--- src/rtl/hack_io_hub.sv ---
// hack_io_hub: relocatable memory-mapped I/O window for the Hack SoC.
// Offsets from BASE_ADDR: 0 KBD, 1 STATUS, 2+2k GPIO_I port k, 3+2k GPIO_O port k.
// Optional build macro HACK_IO_KEY_FIFO_EN: when defined, keystrokes are
// queued in a KEY_FIFO_DEPTH-entry FIFO that KBD reads pop; when undefined,
// KBD shows the classic Hack level (key code while the key is held, else 0).
// CPU access qualifier: an access on addressM/writeM/outM takes effect only on
// a clk where hack_clk_rise=1 and hack_reset=0; reads are combinational and
// side-effect free except a KBD read committed with a non-empty FIFO, which pops.
module hack_io_hub #(
    parameter int WORD_WIDTH = 16,
    parameter int ADDR_WIDTH = 15,
    parameter logic [ADDR_WIDTH-1:0] BASE_ADDR = 'h6000,
    parameter int NUM_GPIO = 2,
    parameter int GPIO_WIDTH = 8,
    parameter int KEY_FIFO_DEPTH = 4
) (
    input  logic                           clk,
    input  logic                           reset,
    input  logic                           hack_clk_rise,
    input  logic                           hack_reset,
    input  logic [ADDR_WIDTH-1:0]          addressM,
    input  logic                           writeM,
    input  logic [WORD_WIDTH-1:0]          outM,
    output logic                           io_hit,
    output logic [WORD_WIDTH-1:0]          io_rdata,
    input  logic [7:0]                     keycode,
    input  logic                           key_strobe,
    input  logic [NUM_GPIO*GPIO_WIDTH-1:0] gpio_i,
    output logic [NUM_GPIO*GPIO_WIDTH-1:0] gpio_o,
    output logic                           key_overflow
);

    localparam int NUM_REGS = 2 + 2 * NUM_GPIO;
    localparam int GW = NUM_GPIO * GPIO_WIDTH;

    logic [ADDR_WIDTH-1:0] offset;
    logic                  commit;
    logic                  kbd_sel;
    logic                  stat_sel;
    logic [GW-1:0]         gpio_s1;
    logic [GW-1:0]         gpio_s2;
    logic [2:0]            ks;        // ks[0]=stage1, ks[1]=stage2, ks[2]=stage3
    logic [7:0]            key_hold;
    logic [7:0]            kbd_data;
    logic [6:0]            status_low;
    logic                  unused_outm;

    assign offset   = addressM - BASE_ADDR;
    assign io_hit   = (addressM >= BASE_ADDR) && (offset < ADDR_WIDTH'(NUM_REGS));
    assign commit   = hack_clk_rise & ~hack_reset;
    assign kbd_sel  = io_hit && (offset == '0);
    assign stat_sel = io_hit && (offset == ADDR_WIDTH'(1));
    // Only the low GPIO_WIDTH bits and bit1 of outM carry meaning here.
    assign unused_outm = ^outM;

    // Input synchronisers and keycode holding register (captured as stage1 rises).
    always_ff @(posedge clk) begin
        if (reset) begin
            gpio_s1  <= '0;
            gpio_s2  <= '0;
            ks       <= '0;
            key_hold <= '0;
        end else begin
            gpio_s1 <= gpio_i;
            gpio_s2 <= gpio_s1;
            ks      <= {ks[1:0], key_strobe};
            if (ks[0] && !ks[1]) begin
                key_hold <= keycode;
            end
        end
    end

    // GPIO output ports: written by committed CPU stores, cleared by hack_reset.
    always_ff @(posedge clk) begin
        if (reset || hack_reset) begin
            gpio_o <= '0;
        end else if (commit && writeM && io_hit) begin
            for (int k = 0; k < NUM_GPIO; k++) begin
                if (offset == ADDR_WIDTH'(3 + 2 * k)) begin
                    gpio_o[k*GPIO_WIDTH +: GPIO_WIDTH] <= outM[GPIO_WIDTH-1:0];
                end
            end
        end
    end

`ifdef HACK_IO_KEY_FIFO_EN
    localparam int PW = $clog2(KEY_FIFO_DEPTH);
    localparam int CW = PW + 1;

    logic [7:0]    fifo_mem [KEY_FIFO_DEPTH];
    logic [PW-1:0] head;
    logic [PW-1:0] tail;
    logic [CW-1:0] count;
    logic          overflow;
    logic          fifo_empty;
    logic          fifo_full;
    logic          key_push;
    logic          pop;
    logic          ovf_clear;

    assign fifo_empty = (count == '0);
    assign fifo_full  = (count == CW'(KEY_FIFO_DEPTH));
    // A zero keycode is not a keystroke and never reaches the FIFO.
    assign key_push   = ks[1] && !ks[2] && (key_hold != 8'h00);
    assign pop        = commit && kbd_sel && !writeM && !fifo_empty;
    assign ovf_clear  = commit && stat_sel && writeM && outM[1];

    // Key FIFO: push from the strobe path, pop on committed KBD reads.
    always_ff @(posedge clk) begin
        if (reset) begin
            for (int i = 0; i < KEY_FIFO_DEPTH; i++) begin
                fifo_mem[i] <= '0;
            end
            head     <= '0;
            tail     <= '0;
            count    <= '0;
            overflow <= 1'b0;
        end else begin
            // When full, a simultaneous pop frees the head slot, which is the tail slot.
            if (key_push && (!fifo_full || pop)) begin
                fifo_mem[tail] <= key_hold;
                tail           <= tail + PW'(1);
            end
            if (pop) begin
                head <= head + PW'(1);
            end
            if (key_push && !pop && !fifo_full) begin
                count <= count + CW'(1);
            end else if (pop && !key_push) begin
                count <= count - CW'(1);
            end
            // A fresh overflow beats a clear in the same cycle.
            if (key_push && fifo_full && !pop) begin
                overflow <= 1'b1;
            end else if (ovf_clear) begin
                overflow <= 1'b0;
            end
        end
    end

    assign kbd_data     = fifo_empty ? 8'h00 : fifo_mem[head];
    assign status_low   = {5'(count), overflow, !fifo_empty};
    assign key_overflow = overflow;
`else
    // Classic level semantics: the held code is visible while the key is down.
    assign kbd_data     = ks[2] ? key_hold : 8'h00;
    assign status_low   = {6'b0, ks[2]};
    assign key_overflow = 1'b0;
`endif

    // Read data mux; zero outside the window and for unmapped bits.
    always_comb begin
        io_rdata = '0;
        if (io_hit) begin
            if (offset == '0) begin
                io_rdata = {{(WORD_WIDTH-8){1'b0}}, kbd_data};
            end
            if (offset == ADDR_WIDTH'(1)) begin
                io_rdata = {{(WORD_WIDTH-7){1'b0}}, status_low};
            end
            for (int k = 0; k < NUM_GPIO; k++) begin
                if (offset == ADDR_WIDTH'(2 + 2 * k)) begin
                    io_rdata[GPIO_WIDTH-1:0] = gpio_s2[k*GPIO_WIDTH +: GPIO_WIDTH];
                end
                if (offset == ADDR_WIDTH'(3 + 2 * k)) begin
                    io_rdata[GPIO_WIDTH-1:0] = gpio_o[k*GPIO_WIDTH +: GPIO_WIDTH];
                end
            end
        end
    end

endmodule

--- config.mk ---
export PLATFORM = sky130hd
export DESIGN_NAME = hack_io_hub
export DESIGN_NICKNAME = d
export VERILOG_FILES = /design/src/rtl/hack_io_hub.sv
export SDC_FILE = /design/constraint.sdc
export NUM_CORES = 1
export LEC_CHECK = 0
export ABC_AREA = 0
export BUFFER_PORTS_ARGS = -buffer_cell sky130_fd_sc_hd__buf_2
export CELL_PAD_IN_SITES_DETAIL_PLACEMENT = 0
export CELL_PAD_IN_SITES_GLOBAL_PLACEMENT = 1
export CORE_ASPECT_RATIO = 0.5
export CORE_UTILIZATION = 32
export DETAILED_ROUTE_END_ITERATION = 10
export HOLD_SLACK_MARGIN = 0.06
export PLACE_DENSITY = 0.85
export SYNTH_ARGS = -nofsm -noshare
export SYNTH_HDL_FRONTEND = slang
export SYNTH_SLANG_ARGS = --single-unit
--- constraint.sdc ---
create_clock -name clk -period 1.56 [get_ports clk]
set_input_delay 0.078 -clock clk [delete_from_list [all_inputs] [get_ports clk]]
set_output_delay 0.078 -clock clk [all_outputs]
set_load 0.02 [all_outputs]
# Word level (Yosys, flattened, before mapping)
# Cells that the tools add are included.
dict set report classes {
  multipliers 0
  bitwise 2
  n_eq_ne 5
  order_cmp 2
  n_div 0
  n_mux 8
  n_addsub 1
  n_reduce_logical 9
  n_shift 0
}
# operator count
set ops {}
lappend ops {{8-bit two-way mux} 6}
lappend ops {{16-bit two-way mux} 2}
lappend ops {{15-bit by 2-bit == test with 1-bit output, second input constant} 2}
lappend ops {{15-bit by 3-bit == test with 1-bit output, second input constant} 2}
lappend ops {{15-bit by 1-bit == test with 1-bit output, second input constant} 1}
lappend ops {{15-bit >= comparator, second input constant} 1}
lappend ops {{15-bit logical NOT} 1}
lappend ops {{15-bit by 3-bit < comparator with 1-bit output, second input constant} 1}
lappend ops {{15-bit subtractor, second input constant} 1}
lappend ops {{1-bit logical AND} 4}
lappend ops {{2-bit AND reduction} 2}
lappend ops {{1-bit AND} 1}
lappend ops {{1-bit logical NOT} 1}
lappend ops {{1-bit logical OR} 1}
lappend ops {{1-bit inverter} 1}
dict set report totals {
  output_inout_bits 34
  mem_count 0
  mem_bits_rw 0
  ff_bits 59
  rom_bits 0
  latchBits 0
}

# Depth between registers and ports, before layout
# Gate-level depths: netlist of run 1.
dict set report depth {
  depth_word 9
  depth_mapped 7
  ltp_nobuf 5
}

# Worst setup path after synthesis of run 1
# OpenSTA, ideal clock, no wires.
dict set report synth_timing {
  path_type {input to output}
  start {input port addressM[2]}
  end {output port io_rdata[7]}
  stages 5
  arrival_ps 2189
  path_slack_ps -707
  n_path_buf 1
  required_ps 1482
  path_cell_list {or4_1 > buf_2 > nor4b_1 > o31ai_1 > a2111oi_0}
}
dict set report synth_between {
  elab_chain_len 9
}
# element line_no
set synth_rtl {}
lappend synth_rtl {{start: declaration} 21} ;# input logic [ADDR_WIDTH-1:0] addressM,
lappend synth_rtl {{15-bit subtractor} 48} ;# assign offset = addressM - BASE_ADDR;
lappend synth_rtl {{15-bit logical NOT} 155} ;# if (offset == '0) begin
lappend synth_rtl {{8-bit two-way mux} 155}
lappend synth_rtl {{16-bit two-way mux} 158} ;# if (offset == ADDR_WIDTH'(1)) begin
lappend synth_rtl {{8-bit two-way mux} 162} ;# if (offset == ADDR_WIDTH'(2 + 2 * k)) begin
lappend synth_rtl {{8-bit two-way mux} 165} ;# if (offset == ADDR_WIDTH'(3 + 2 * k)) begin
lappend synth_rtl {{8-bit two-way mux} 162}
lappend synth_rtl {{8-bit two-way mux} 165}
lappend synth_rtl {{16-bit two-way mux (*)} 154} ;# if (io_hit) begin
lappend synth_rtl {{end: declaration} 25} ;# output logic [WORD_WIDTH-1:0] io_rdata,
# Mark *: on every way between the ends. The rest lies on a longest branch, timed or not.

# Final worst setup path of run 1
dict set report layout_timing {
  start {input port addressM[2]}
  end {output port io_rdata[4]}
}
# The elaborated chain is that of the path after synthesis.

==> results of run 1 <==
state kept, by name, indices dropped and copies added, names as in the netlist:
name and count:
gpio_s2 16, gpio_s1 16, ks 3, gpio_o 16
key_hold 8
metrics by stage:
step | setup TNS [ps] | power (W) | hold WS [ps] | util
after detailed placement | -1430 | 0.00189 | 290 | 0.457
after CTS | -1250 | 0.00393 | 65.3 | 0.552
final | -1490 | 0.00391 | 75.4 | 0.557
after global placement | -1210 | 0.00188 | 287 | 0.457
after global routing | -1900 | 0.00405 | 77.3 | 0.557
after floorplan | -161 | 0.00177 | 150 | -
synthesized netlist by cell type, drive strengths merged (9+ instances only):
cell / count
nor2: 16
o21ai: 23
clkbuf: 17
dfxtp: 59
buf: 15
mux2i: 15
nor2b: 37
nand4: 17
a21oi: 16
nor3: 9
worst register-to-register path, stage by stage, from the launching register on:
cell and delay (ps):
dfxtp_1 320, nor2b_1 130, buf_4 200, mux2i_1 230, nor2_1 50
worst paths after layout:
path | cells past startpoint | slack [ps] | endpoint | startpoint
worst max-delay path | 7 | -260 | io_rdata[4] | addressM[2]
worst min-delay path | 3 | 80 | gpio_o[5]$_SDFFE_PP0P_ | outM[5]
worst max register to register | 4 | 510 | key_hold[2]$_SDFFE_PP0P_ | ks[0]$_SDFF_PP0_
worst min register to register | 1 | 430 | gpio_s2[5]$_SDFF_PP0_ | gpio_s1[5]$_SDFF_PP0_
layout by cell type (no fill, tap or decap), types with 4 or more instances in the layout:
master         count
nor4b_4            4
nor2_1            16
dlygate4sd3_1     34
mux2i_1           15
conb_1             9
nor2b_1           37
a21oi_1           16
dfxtp_1           58
a2111oi_4          7
buf_4             46
buf_2             68
clkbuf_16          9
nor3_1             8
o21ai_0           23
nand2_1            5
o31ai_2            4
nand4_1           17
final cells by class:
class / instances / area [µm²] / area share
Timing Repair Buffer: 152 / 1090 / 0.260
Clock inverter: 5 / 61.3 / 0.0146
Sequential cell: 59 / 1180 / 0.282
Inverter: 1 / 3.75 / 0.000897
Multi-Input combinational cell: 191 / 1470 / 0.352
Clock buffer: 11 / 243 / 0.0580
Tap cell: 108 / 135 / 0.0323
power by group:
part / switching [W] / total [W] / internal (W)
clock: 0.000683 / 0.00197 / 0.00128
combinational: 0.000173 / 0.000371 / 0.000198
sequential: 0.0000171 / 0.00158 / 0.00156
total: 0.000874 / 0.00391 / 0.00304
metal layers:
layer	GRT usage	routed length, µm
met2	0.364	3860
met3	0.0562	420
met1	0.216	3130
met5	0	0
met4	0.0868	172
kinds of logic after synthesis:
logic type | Yosys count
buf+inv | 33
simple gates | 110
mux | 15
other cells | 1
compound gates | 56
flops | 59
fa+ha+maj | 1
repair_timing:
item	4_1_cts	5_1_grt
endpoints found under the setup margin	8	8
hold endpoints to repair	44	0
gates resized for setup	17	4
buffers inserted	0	3
hold buffers	34	0
pin swaps	4	2
==> impl_metrics.py, run 1 <==
metrics = {
    "power": {
        "power.leakage_nw": 1.70,
        "power_density_nw_per_um2": 935,
        "ir_drop_uv": 504,
    },
    "placement": {
        "place_area_um2": 3430,
        "hpwl_mm": 5.24,
        "pre_cts_ws_ps": -229,
        "dp_cells": 474,
        "numPortBuffers": 77,
        "routabilityCongestion": 0.827,
    },
    "logic_synthesis": {
        "syn_area_um2": 2540,
        "yosysTopAreaCell": "dfxtp_1",
        "synth.area.top_cells": "dfxtp_1, nor2b_1, mux2i_1",
        "synth_top_family_by_area": "simple AND/OR/NAND/NOR gates",
        "ys_seq_area_frac": 0.465,
        "synth_compound_area_frac": 0.136,
        "yosys.area_share.simple": 0.267,
        "ys_ff_latch": 59,
        "synth_xor_area_frac": 0,
        "synth.top_cell.area_share": 0.465,
        "postSynthCellCount": 275,
        "ys_async_sr_fraction": 0,
        "ys_types": 40,
        "ys_warn_count": 0,
        "ys.flop_type": "dfxtp_1",
        "synth_edf_count": 0,
        "synth-adder-area-share": 0.00492,
        "syn_area_per_cell_um2": 9.24,
        "synthMuxAreaShare": 0.0591,
    },
    "critical_path": {
        "crit_required_ps": 1480,
        "critPathSlowestCell": "or4_4",
        "cp_max_fo": 6,
        "crit_path_end_kind": "output pin",
        "crit_type": "input port to output pin",
        "max_stage_delay_ps": 600,
        "path_cells": "buf_6 -> or4_4 -> buf_12 -> nor4b_4 -> o31ai_2 -> a2111oi_4 -> buf_4",
        "cp_top_family": "simple AND/OR/NAND/NOR gates",
        "start_kind": "input port",
        "path_buf_inv": 3,
        "worstPathArrival_ps": 1740,
    },
    "global_routing": {
        "grt_usage": 0.199,
        "grt_max_degree": 38,
        "grt_pass1_wl_mm": 12.5,
        "grt_overflow": 0,
        "antenna_found_initial": 0,
        "grt_pass1_vias": 2574,
    },
    "clock_tree": {
        "cts_made_buffers": 9,
        "root_buffer": "clkbuf_16",
        "tritoncts": "yes",
        "cts_buffer_depth": 2,
        "cts_max_level": 3,
        "clkLatencyLatePin_ps": 330,
        "cts_sinks": 59,
        "clk_pin_slew_ps": 50,
    },
    "sta": {
        "tightest_slew_ps": 536,
        "min_period_ps": 1820,
        "skew_ps": 2.25,
        "final_hold_viol_count": 0,
        "setup_slack_ps": -258,
        "timing.fmax_mhz": 550,
        "finalMaxSlewViolations": 0,
        "timing.slew.headroom": 0.643,
        "post-route-period-util": 1.17,
        "rsz0062_at_grt": "true",
        "setup_viol": 8,
    },
    "floorplanning": {
        "die-area_um2": 8320,
        "start_util": 0.338,
        "fp.dieW_um": 128,
        "ioPinCount": 95,
        "core_area_um2": 7510,
        "num_rows": 22,
        "die_h_um": 65.0,
    },
    "min_path": {
        "hold_class": "input port to register",
    },
    "drt": {
        "via_count": 2501,
        "post-route-drc-count": 0,
        "detail_route.vias_per_cell": 4.75,
        "wl_per_cell_um": 14.4,
        "first_pass_iters": 4,
        "drtIter0Drc": 152,
        "antenna_left": 0,
        "routed_wl_mm": 7.59,
    },
    "cells_and_area": {
        "final_nets": 476,
        "layout-drive-gt1-share": 0.384,
        "fill_cells": 649,
        "final_cell_area_um2": 4190,
        "fin_cells": 527,
        "antennaDiodeCount": 0,
        "syn_to_final_growth_pct": 64.7,
    },
    "outcome": {
        "outcome": "complete, but fails checks",
        "violations": "setup timing",
    },
    "flow_run": {
        "cap_violations": 0,
    },
}
No activity file was read; power rests on OpenSTA's default activity.
==> inputs of run 2 (changes only) <==
--- a/config.mk
+++ b/config.mk
@@ -13,7 +13,7 @@
 export CORE_UTILIZATION = 32
 export DETAILED_ROUTE_END_ITERATION = 10
 export HOLD_SLACK_MARGIN = 0.06
-export PLACE_DENSITY = 0.85
+export PLACE_DENSITY_LB_ADDON = 0.1
 export SYNTH_ARGS = -nofsm -noshare
 export SYNTH_HDL_FRONTEND = slang
 export SYNTH_SLANG_ARGS = --single-unit
==> impl_metrics.py, run 2 (synthesis results as in run 1) <==
metrics = {
    "drt": {
        "detail_route.vias_per_cell": 4.63,
        "antenna_left": 0,
        "drtIter0Drc": 98,
        "routed_wl_mm": 7.07,
        "first_pass_iters": 4,
        "via_count": 2443,
        "wl_per_cell_um": 13.4,
        "post-route-drc-count": 0,
    },
    "sta": {
        "setup_slack_ps": -190,
        "post-route-period-util": 1.12,
        "finalMaxSlewViolations": 0,
        "skew_ps": 3.41,
        "timing.fmax_mhz": 571,
        "min_period_ps": 1750,
        "rsz0062_at_grt": "true",
        "setup_viol": 7,
        "final_hold_viol_count": 0,
    },
    "cells_and_area": {
        "fill_cells": 693,
        "reg.largest.list": "gpio_o x16, gpio_s1 x16, gpio_s2 x16",
        "final_nets": 478,
        "ff_latch_area_um2": 1180,
        "fin_cells": 528,
        "layout-drive-gt1-share": 0.390,
        "multiInputGateArea_um2": 1480,
        "syn_to_final_growth_pct": 66.4,
        "final_cell_mix": "buf_2, dfxtp_1, buf_4",
        "antennaDiodeCount": 0,
        "final_common_cell": "buf_2",
    },
    "critical_path": {
        "crit_required_ps": 1480,
        "cp_max_fo": 6,
        "start_kind": "input port",
        "crit_type": "input port to output pin",
        "crit_path_end_kind": "output pin",
        "worstPathArrival_ps": 1670,
    },
    "clock_tree": {
        "cts_buffer_depth": 2,
        "clk_pin_slew_ps": 50,
        "cts_made_buffers": 9,
        "root_buffer": "clkbuf_16",
        "cts_max_level": 3,
        "cts_sinks": 59,
        "tritoncts": "yes",
        "clkLatencyLatePin_ps": 320,
    },
    "power": {
        "ir_drop_uv": 735,
        "power_density_nw_per_um2": 939,
        "power.leakage_nw": 1.72,
        "finalPower_w": 0.00397,
    },
    "global_routing": {
        "antenna_found_initial": 0,
        "grt_overflow": 0,
        "grt_pass1_vias": 2401,
        "grt_pass1_wl_mm": 11.7,
        "grt_max_degree": 26,
        "grt_usage": 0.187,
    },
    "outcome": {
        "violations": "setup timing",
        "outcome": "complete, but fails checks",
    },
    "floorplanning": {
        "fp.dieW_um": 128,
        "die-area_um2": 8320,
        "start_util": 0.338,
        "num_rows": 22,
        "die_h_um": 65.0,
        "ioPinCount": 95,
        "core_area_um2": 7510,
    },
    "placement": {
        "hpwl_mm": 5.23,
        "routabilityCongestion": 0.778,
        "numPortBuffers": 77,
        "dp_cells": 479,
    },
    "min_path": {
        "hold_class": "input port to register",
    },
    "flow_run": {
        "cap_violations": 0,
    },
}
## run 2: metrics by stage
stage | util | TNS, ps | hold WS (ps) | cell area, µm² | setup WS [ps]
after floorplan | - | -161 | 150 | 2780 | -33.3
after global placement | 0.463 | -1250 | 286 | 3480 | -197
after detailed placement | 0.463 | -1450 | 293 | 3480 | -235
after CTS | 0.560 | -1120 | 140 | 4210 | -181
after global routing | 0.563 | -1720 | 177 | 4230 | -259
final | 0.563 | -1030 | 146 | 4230 | -190
## run 2: per-layer routing
layer | wire (µm) | global-route usage | share of wire | up-vias
met5 | 0 | 0 | 0 | -
met4 | 69 | 0.0618 | 0.0098 | 0
met3 | 398 | 0.0520 | 0.056 | 7
met2 | 3080 | 0.295 | 0.44 | 69
met1 | 3530 | 0.246 | 0.50 | 1115
li1 | - | - | - | 1252
## run 2: where the power goes
group          total (W)  internal, W  switching [W]
Combinational   0.000363     0.000200       0.000163
Sequential       0.00158      0.00156      0.0000193
Clock            0.00203      0.00138       0.000643
## run 2: final cells by class
class / instances / area share
clock buffer: 10 / 0.0542
multi-input combinational: 191 / 0.349
timing repair buffer: 154 / 0.265
inverter: 1 / 0.000888
tap: 108 / 0.0320
sequential: 59 / 0.280
clock inverter: 5 / 0.0186
## run 2: worst max-delay path, cell delays in order
cell	delay, ps
buf_6	90
or4_4	600
buf_6	180
nor4b_4	220
o31ai_2	100
a2111oi_4	200
buf_4	190
## run 2: repair_timing
action	CTS	global route
pin swaps	6	4
setup buffers	1	0
resized for setup	19	5
endpoints found under the hold margin	41	0
endpoints found under the setup margin	8	8
hold buffers	33	0
## run 2: final timing paths
path / endpoint / slack (ps) / cells past startpoint / start
hold / removal: key_hold[1]$_SDFFE_PP0P_ / 150 / 2 / reset
setup / recovery: io_rdata[5] / -190 / 7 / addressM[7]
hold reg to reg: gpio_s2[7]$_SDFF_PP0_ / 430 / 1 / gpio_s1[7]$_SDFF_PP0_
setup reg to reg: key_hold[6]$_SDFFE_PP0P_ / 500 / 4 / ks[0]$_SDFF_PP0_
